`src/rtl/control_unit.sv`:
```
// control_unit: fetch/decode/execute sequencer for the 16-bit datapath ALU.
// Each instruction walks FETCH -> WAIT -> DECODE -> EXEC. The write strobes
// are decoded from the current state, so an asynchronous reset drops them at once.
//
//   state  | meaning
//   -------+-----------------------------------------------------------
//   IDLE   | after reset, waiting for start
//   FETCH  | instr_rd high, pc presented to program memory
//   WAIT   | memory latency cycle
//   DECODE | ir captured from instr
//   EXEC   | write strobes for one cycle, zf and pc updated
//   HALT   | done high, pc frozen, waiting for start
module control_unit #(
    parameter int PC_W = 8
) (
    input  logic            clk,
    input  logic            rst,
    input  logic            start,
    input  logic [15:0]     instr,
    input  logic [1:0]      z,
    output logic [PC_W-1:0] pc,
    output logic            instr_rd,
    output logic [2:0]      alu_op,
    output logic            in1_sel,
    output logic            in2_sel,
    output logic [7:0]      imm,
    output logic [3:0]      rf_addr,
    output logic            rf_we,
    output logic            ac_we,
    output logic            done
);

    typedef enum logic [2:0] {
        S_IDLE,
        S_FETCH,
        S_WAIT,
        S_DECODE,
        S_EXEC,
        S_HALT
    } state_t;

    localparam logic [3:0] OP_ADD  = 4'h1;
    localparam logic [3:0] OP_SUB  = 4'h2;
    localparam logic [3:0] OP_MUL  = 4'h3;
    localparam logic [3:0] OP_STR  = 4'h5;
    localparam logic [3:0] OP_LDI  = 4'h6;
    localparam logic [3:0] OP_JMP  = 4'h7;
    localparam logic [3:0] OP_JZ   = 4'h8;
    localparam logic [3:0] OP_DEC  = 4'h9;
    localparam logic [3:0] OP_HALT = 4'hF;

    state_t          state, state_nxt;
    logic [PC_W-1:0] pc_nxt;
    logic [PC_W-1:0] target;
    logic [15:0]     ir;
    logic            zf;
    logic [3:0]      opcode;
    logic            wr_ac;
    logic            wr_rf;
    logic            set_flag;

    // Only z[0] carries the zero flag; z[1] is deliberately ignored.
    logic unused_z;
    assign unused_z = z[1];

    assign opcode  = ir[15:12];
    assign rf_addr = ir[11:8];
    assign imm     = ir[7:0];
    assign target  = PC_W'(ir[7:0]);

    // Sequencer registers: state, program counter, instruction and zero flag.
    always_ff @(posedge clk or posedge rst) begin
        if (rst) begin
            state <= S_IDLE;
            pc    <= '0;
            ir    <= '0;
            zf    <= 1'b0;
        end else begin
            state <= state_nxt;
            pc    <= pc_nxt;
            if (state == S_DECODE)
                ir <= instr;
            if (state == S_EXEC && set_flag)
                zf <= z[0];
        end
    end

    // Datapath controls decoded from ir in every state; undefined opcodes act as NOP.
    always_comb begin
        alu_op   = 3'd0;
        in1_sel  = 1'b0;
        in2_sel  = 1'b0;
        wr_ac    = 1'b0;
        wr_rf    = 1'b0;
        set_flag = 1'b0;
        case (opcode)
            OP_ADD: begin alu_op = 3'd0; wr_ac = 1'b1; set_flag = 1'b1; end
            OP_SUB: begin alu_op = 3'd1; wr_ac = 1'b1; set_flag = 1'b1; end
            OP_MUL: begin alu_op = 3'd2; wr_ac = 1'b1; set_flag = 1'b1; end
            OP_STR: begin alu_op = 3'd4; wr_rf = 1'b1; end
            OP_LDI: begin alu_op = 3'd4; in2_sel = 1'b1; wr_ac = 1'b1; end
            OP_DEC: begin alu_op = 3'd1; in1_sel = 1'b1; wr_ac = 1'b1; set_flag = 1'b1; end
            default: ;
        endcase
    end

    // Next-state, next-pc and the per-state strobes.
    always_comb begin
        state_nxt = state;
        pc_nxt    = pc;
        instr_rd  = 1'b0;
        done      = 1'b0;
        rf_we     = 1'b0;
        ac_we     = 1'b0;
        case (state)
            S_IDLE: begin
                if (start) begin
                    state_nxt = S_FETCH;
                    pc_nxt    = '0;
                end
            end
            S_FETCH: begin
                instr_rd  = 1'b1;
                state_nxt = S_WAIT;
            end
            S_WAIT:   state_nxt = S_DECODE;
            S_DECODE: state_nxt = S_EXEC;
            S_EXEC: begin
                ac_we  = wr_ac;
                rf_we  = wr_rf;
                pc_nxt = pc + PC_W'(1);
                if (opcode == OP_JMP || (opcode == OP_JZ && zf))
                    pc_nxt = target;
                state_nxt = (opcode == OP_HALT) ? S_HALT : S_FETCH;
            end
            S_HALT: begin
                done = 1'b1;
                if (start) begin
                    state_nxt = S_FETCH;
                    pc_nxt    = '0;
                end
            end
            default: state_nxt = S_IDLE;
        endcase
    end

endmodule
```
`config.mk`:
```
export PLATFORM = sky130hd
export DESIGN_NAME = control_unit
export DESIGN_NICKNAME = d
export VERILOG_FILES = /design/src/rtl/control_unit.sv
export SDC_FILE = /design/constraint.sdc
export NUM_CORES = 1
export LEC_CHECK = 0
export ABC_AREA = 1
export CAP_MARGIN = 5
export CORE_UTILIZATION = 42
export DETAILED_ROUTE_END_ITERATION = 7
export DONT_BUFFER_PORTS = 1
export HOLD_SLACK_MARGIN = 0.1
export PLACE_DENSITY = 0.65
export SYNTH_ARGS = -nofsm -noshare
export SYNTH_HDL_FRONTEND = slang
export SYNTH_SLANG_ARGS = --single-unit
export TNS_END_PERCENT = 10
```
`constraint.sdc`:
```
create_clock -name clk -period 3.8 [get_ports clk]
set_input_delay 0.76 -clock clk [delete_from_list [all_inputs] [get_ports clk]]
set_output_delay 0.76 -clock clk [all_outputs]
set_load 0.005 [all_outputs]
```
# Word-level counts from Yosys, hierarchy flattened
# Index checks and enable logic that the tools add are counted.
dict set report totals {
  wordCells 47
  in_bits 21
  out_inout_bits 29
  register_bits 28
}
dict set report op_classes {
  eq_ne 15
  muxes 16
  add_sub_neg 1
  reduce_logical 11
}
# operator n
set op_table {}
lappend op_table {{2-to-1 mux 8 bit} 2}
lappend op_table {{case mux 8 bit (2 select lines)} 1}
lappend op_table {{case mux 3 bit (5 select lines)} 1}
lappend op_table {{equality test 4 x 3 -> 1 bit, second input constant} 3}
lappend op_table {{equality test 4 bit, second input constant} 3}
lappend op_table {{2-to-1 mux 1 bit} 9}
lappend op_table {{case mux 3 bit (3 select lines)} 1}
lappend op_table {{adder 8 x 1 -> 8 bit, second input constant} 1}
lappend op_table {{equality test 4 x 2 -> 1 bit, second input constant} 2}
lappend op_table {{equality test 3 x 2 -> 1 bit, second input constant} 2}
lappend op_table {{equality test 3 bit, second input constant} 2}
lappend op_table {{2-to-1 mux 3 bit} 2}
lappend op_table {{OR reduction 2 bit} 3}
lappend op_table {{OR reduction 5 bit} 1}
lappend op_table {{equality test 4 x 1 -> 1 bit, second input constant} 1}
lappend op_table {{OR reduction 4 bit} 1}
lappend op_table {{equality test 3 x 1 -> 1 bit, second input constant} 1}
lappend op_table {{logical NOT 3 bit} 1}
lappend op_table {{logical AND 1 bit} 2}
lappend op_table {{!= test 2 x 1 -> 1 bit, second input constant} 1}
lappend op_table {{AND reduction 2 bit} 1}
lappend op_table {{nonzero test 2 bit} 1}
lappend op_table {{logical OR 1 bit} 1}

# Logic depth before layout (Yosys ltp)
dict set report depth {
  word_depth 5
  mapped_depth 8
  depth_no_buf 8
}

# Worst setup path before layout
# No wires, ideal clock.
dict set report synth_path {
  path_type {register to output}
  startpoint {register state[1]}
  endpoint {output port ac_we}
  required_time_ns 3.040
  t_arrival_ns 1.145
  path_buffers 2
  path_stages_with_launch 6
  setup_slack_ns 1.895
  path_cell_list {dfrtp_1 > buf_6 > nor3_4 > inv_4 > buf_6 > o21ai_2}
}
dict set report synth_between {
  elab_chain_len 2
}
# element line_no
set synth_rtl {}
lappend synth_rtl {{start, declared} 52} ;# state_t state, state_nxt;
lappend synth_rtl {{start signal, assigned} 79} ;# state <= state_nxt;
lappend synth_rtl {{equality test 3 bit} 115} ;# case (state)
lappend synth_rtl {{2-to-1 mux 1 bit} 115}
lappend synth_rtl {{end, declared} 29} ;# output logic ac_we,
# No other way between the ends.

# Final worst setup path
# Ends and elaborated chain as after synthesis.

==> results.sh <==
export IMPL_cp_max_fo=13
export IMPL_outcome="completed"
export IMPL_regToRegSetupSlack_ns=2.23
export IMPL_portBuffers=0
export IMPL_placed_cell_area_mm2=0.00151
export IMPL_power_uw=1330
export IMPL_ant_nets=0
export IMPL_synth_ff_type="dfrtp_1"
export IMPL_syn_inst=198
export IMPL_fmax_mhz=432
export IMPL_finalWorstSetupSlack_ns=1.49
export IMPL_p_per_area_mw_per_mm2=839
export IMPL_route_detailed_drc=0
export IMPL_min_period_ns=2.31
export IMPL_cts_buffers=3
export IMPL_setup_viol=0
export IMPL_syn_area_mm2=0.00159
export IMPL_ys_async_sr_fraction_pct=100
export IMPL_die_h_um=63.4
export IMPL_cts_tree="done"
export IMPL_dr_pass1_iters=4
export IMPL_hold_depth=2
export IMPL_maxSlewViolCount=0
export IMPL_hold_buffers=0
export IMPL_htreeDepth=1
export IMPL_hold_viol=0
export IMPL_setup_tns_ns=0
export IMPL_start_util_pct=45.7
export IMPL_n_antenna_cell=0
export IMPL_cts_resized=0
export IMPL_clkSinkCount=28
export IMPL_rsz0062_at_grt="false"
export IMPL_clock_latency_ns=0.27
export IMPL_worstSetupStartpointType="flip-flop"
export IMPL_ys_ff_latch=28
export IMPL_hp_class="flip-flop to flip-flop"
export IMPL_nFillCells=363
export IMPL_place_gp_congestion=0.815
export IMPL_core_area_mm2=0.00347
export IMPL_reg2reg_from="state[1]$_DFFE_PP0P_"
export IMPL_whs_endpoint="zf$_DFFE_PP0P_"
export IMPL_pin_count=50
export IMPL_reg2reg_to="ir[13]$_DFFE_PP0N_"
export IMPL_synth_top_area_share_pct=44.2
export IMPL_cts_reportedPaths_clkPinSlew_ns=0.09
export IMPL_vias_per_cell=5.05
export IMPL_synth_edf_count=0
export IMPL_syn_num_nets=220
export IMPL_drt_initial_drc_count=45
export IMPL_synth_warning_count=0
export IMPL_grt_pass1_vias=1201
export IMPL_wl_mm=2.96
export IMPL_cts_setup_buffers=0
export IMPL_avgSynthCellArea_um2=8.01
export IMPL_maxCapViolCount=0
export IMPL_drive_above_1_share_pct=10.3
export IMPL_seqCellArea_um2=701
export IMPL_cts_buffer_depth=2
export IMPL_die_w_um=63.4
export IMPL_reg2reg_depth=2
export IMPL_worst_pin_slew_ns=1.05
export IMPL_finish_utilization_pct=45.7
export IMPL_vias=1166
export IMPL_synth_top_area_cell="dfrtp_1"
export IMPL_irDropWorstVdd_mv=0.360
export IMPL_fin_nets=208
export IMPL_multiInputGateArea_um2=662
export IMPL_fin_area_mm2=0.00158
export IMPL_antenna_found_initial=0
export IMPL_layout_common_cells="nand2_1 (39), dfrtp_1 (28), nor2_1 (25)"
export IMPL_grt_max_degree=29
export IMPL_area_growth_pct=-0.0789
export IMPL_yosysUniqueCellTypes=27
export IMPL_fin_crit_sh_pct=60.9
export IMPL_mostFrequentLayoutCell="nand2_1"
export IMPL_dp_final_hpwl_mm=2.25
export IMPL_routedWlPerCell_um=12.8
export IMPL_row_count=21
export IMPL_min_from="zf$_DFFE_PP0P_"
export IMPL_die_area_mm2=0.00402
export IMPL_cp_required_ns=3.04
export IMPL_p_leak_uw=0.000784
export IMPL_grt_overflow_total=0
export IMPL_pre_cts_slack_ns=1.76
export IMPL_relSlewSlack_pct=30.2
export IMPL_end_kind="output port"
export IMPL_ys_seq_area_share_pct=44.2
export IMPL_track_usage_pct=16.9
export IMPL_path_class="flip-flop to output port"
export IMPL_synth_area_top_cells="dfrtp_1 (44%), nand2_1 (9.2%), nand3_1 (7.6%)"
export IMPL_grt_pass1_wl_mm=5.36
export IMPL_clock_root_buffer="clkbuf_8"
export IMPL_clock_skew_ns=0.00345
export IMPL_cp_arrival_ns=1.55
==> how the worst max path moves through the flow <==
stage | from | to | slack (ns) | cells after the start
after global routing | state[1]$_DFFE_PP0P_ | ac_we | 1.36 | 3
after global placement | state[1]$_DFFE_PP0P_ | ac_we | 1.75 | 3
after floorplan | state[1]$_DFFE_PP0P_ | ac_we | 1.89 | 5
final | state[1]$_DFFE_PP0P_ | ac_we | 1.49 | 3
after detailed placement | state[1]$_DFFE_PP0P_ | ac_we | 1.76 | 3
after CTS | state[1]$_DFFE_PP0P_ | ac_we | 1.44 | 3
==> power by group <==
group	leakage [uW]	switching [uW]	internal [uW]
logic	0.000413	304	184
clock network	0.0000357	92.0	141
registers	0.000336	166	443
total	0.000784	561	768
==> critical path: stages, from the launching register on <==
cell and delay [ns]:
dfrtp_1 0.49, nor3_4 0.44, inv_4 0.15, o21ai_2 0.19
==> kinds of logic after synthesis <==
| kind of cell | count (synthesis) | share of synthesized area [%] |
|---|---|---|
| buffers and inverters | 41 | 14.0 |
| AND/OR/NAND/NOR | 98 | 28.2 |
| multiplexers | 5 | 3.55 |
| flip-flops | 28 | 44.2 |
| adder cells (fa/ha/maj) | 1 | 0.789 |
| XOR/XNOR | 2 | 1.11 |
| AO/OA/AOI/OAI | 23 | 8.13 |
==> Yosys cell counts, types with 2 or more instances <==
cell type and instances:
a21oi_1 15, buf_2 2, buf_4 13, buf_6 2, dfrtp_1 28, inv_1 21
inv_2 2, mux2_2 5, nand2_1 39, nand3_1 24, nand3_2 2, nand3b_1 2
nand4_1 2, nor2_1 25, o21ai_0 4
==> routing by layer <==
| layer | global-route usage (%) | share of wire [%] |
|---|---|---|
| met2 | 26.6 | 45 |
| met1 | 23.0 | 48 |
| met3 | 3.26 | 6.5 |
| met4 | 5.97 | 0.78 |
| met5 | 0 | 0 |
==> state kept, by name, indices dropped and copies added (netlist names) <==
register / flops
pc: 8
zf: 1
state: 3
ir: 16
==> through the flow <==
step	cells	hold WS, ns
final	231	0.535
after global routing	231	0.566
after CTS	231	0.533
after detailed placement	227	0.511
after global placement	227	0.493
after floorplan	198	0.462
==> area by class of cell <==
type	instances	area share [%]
flip-flops and latches	28	44.2
multi-input cells	129	41.8
inverters	24	5.85
well taps	46	3.63
clock buffers	3	2.61
clock inverters	1	1.90
Power figures use the tool's default switching activity.
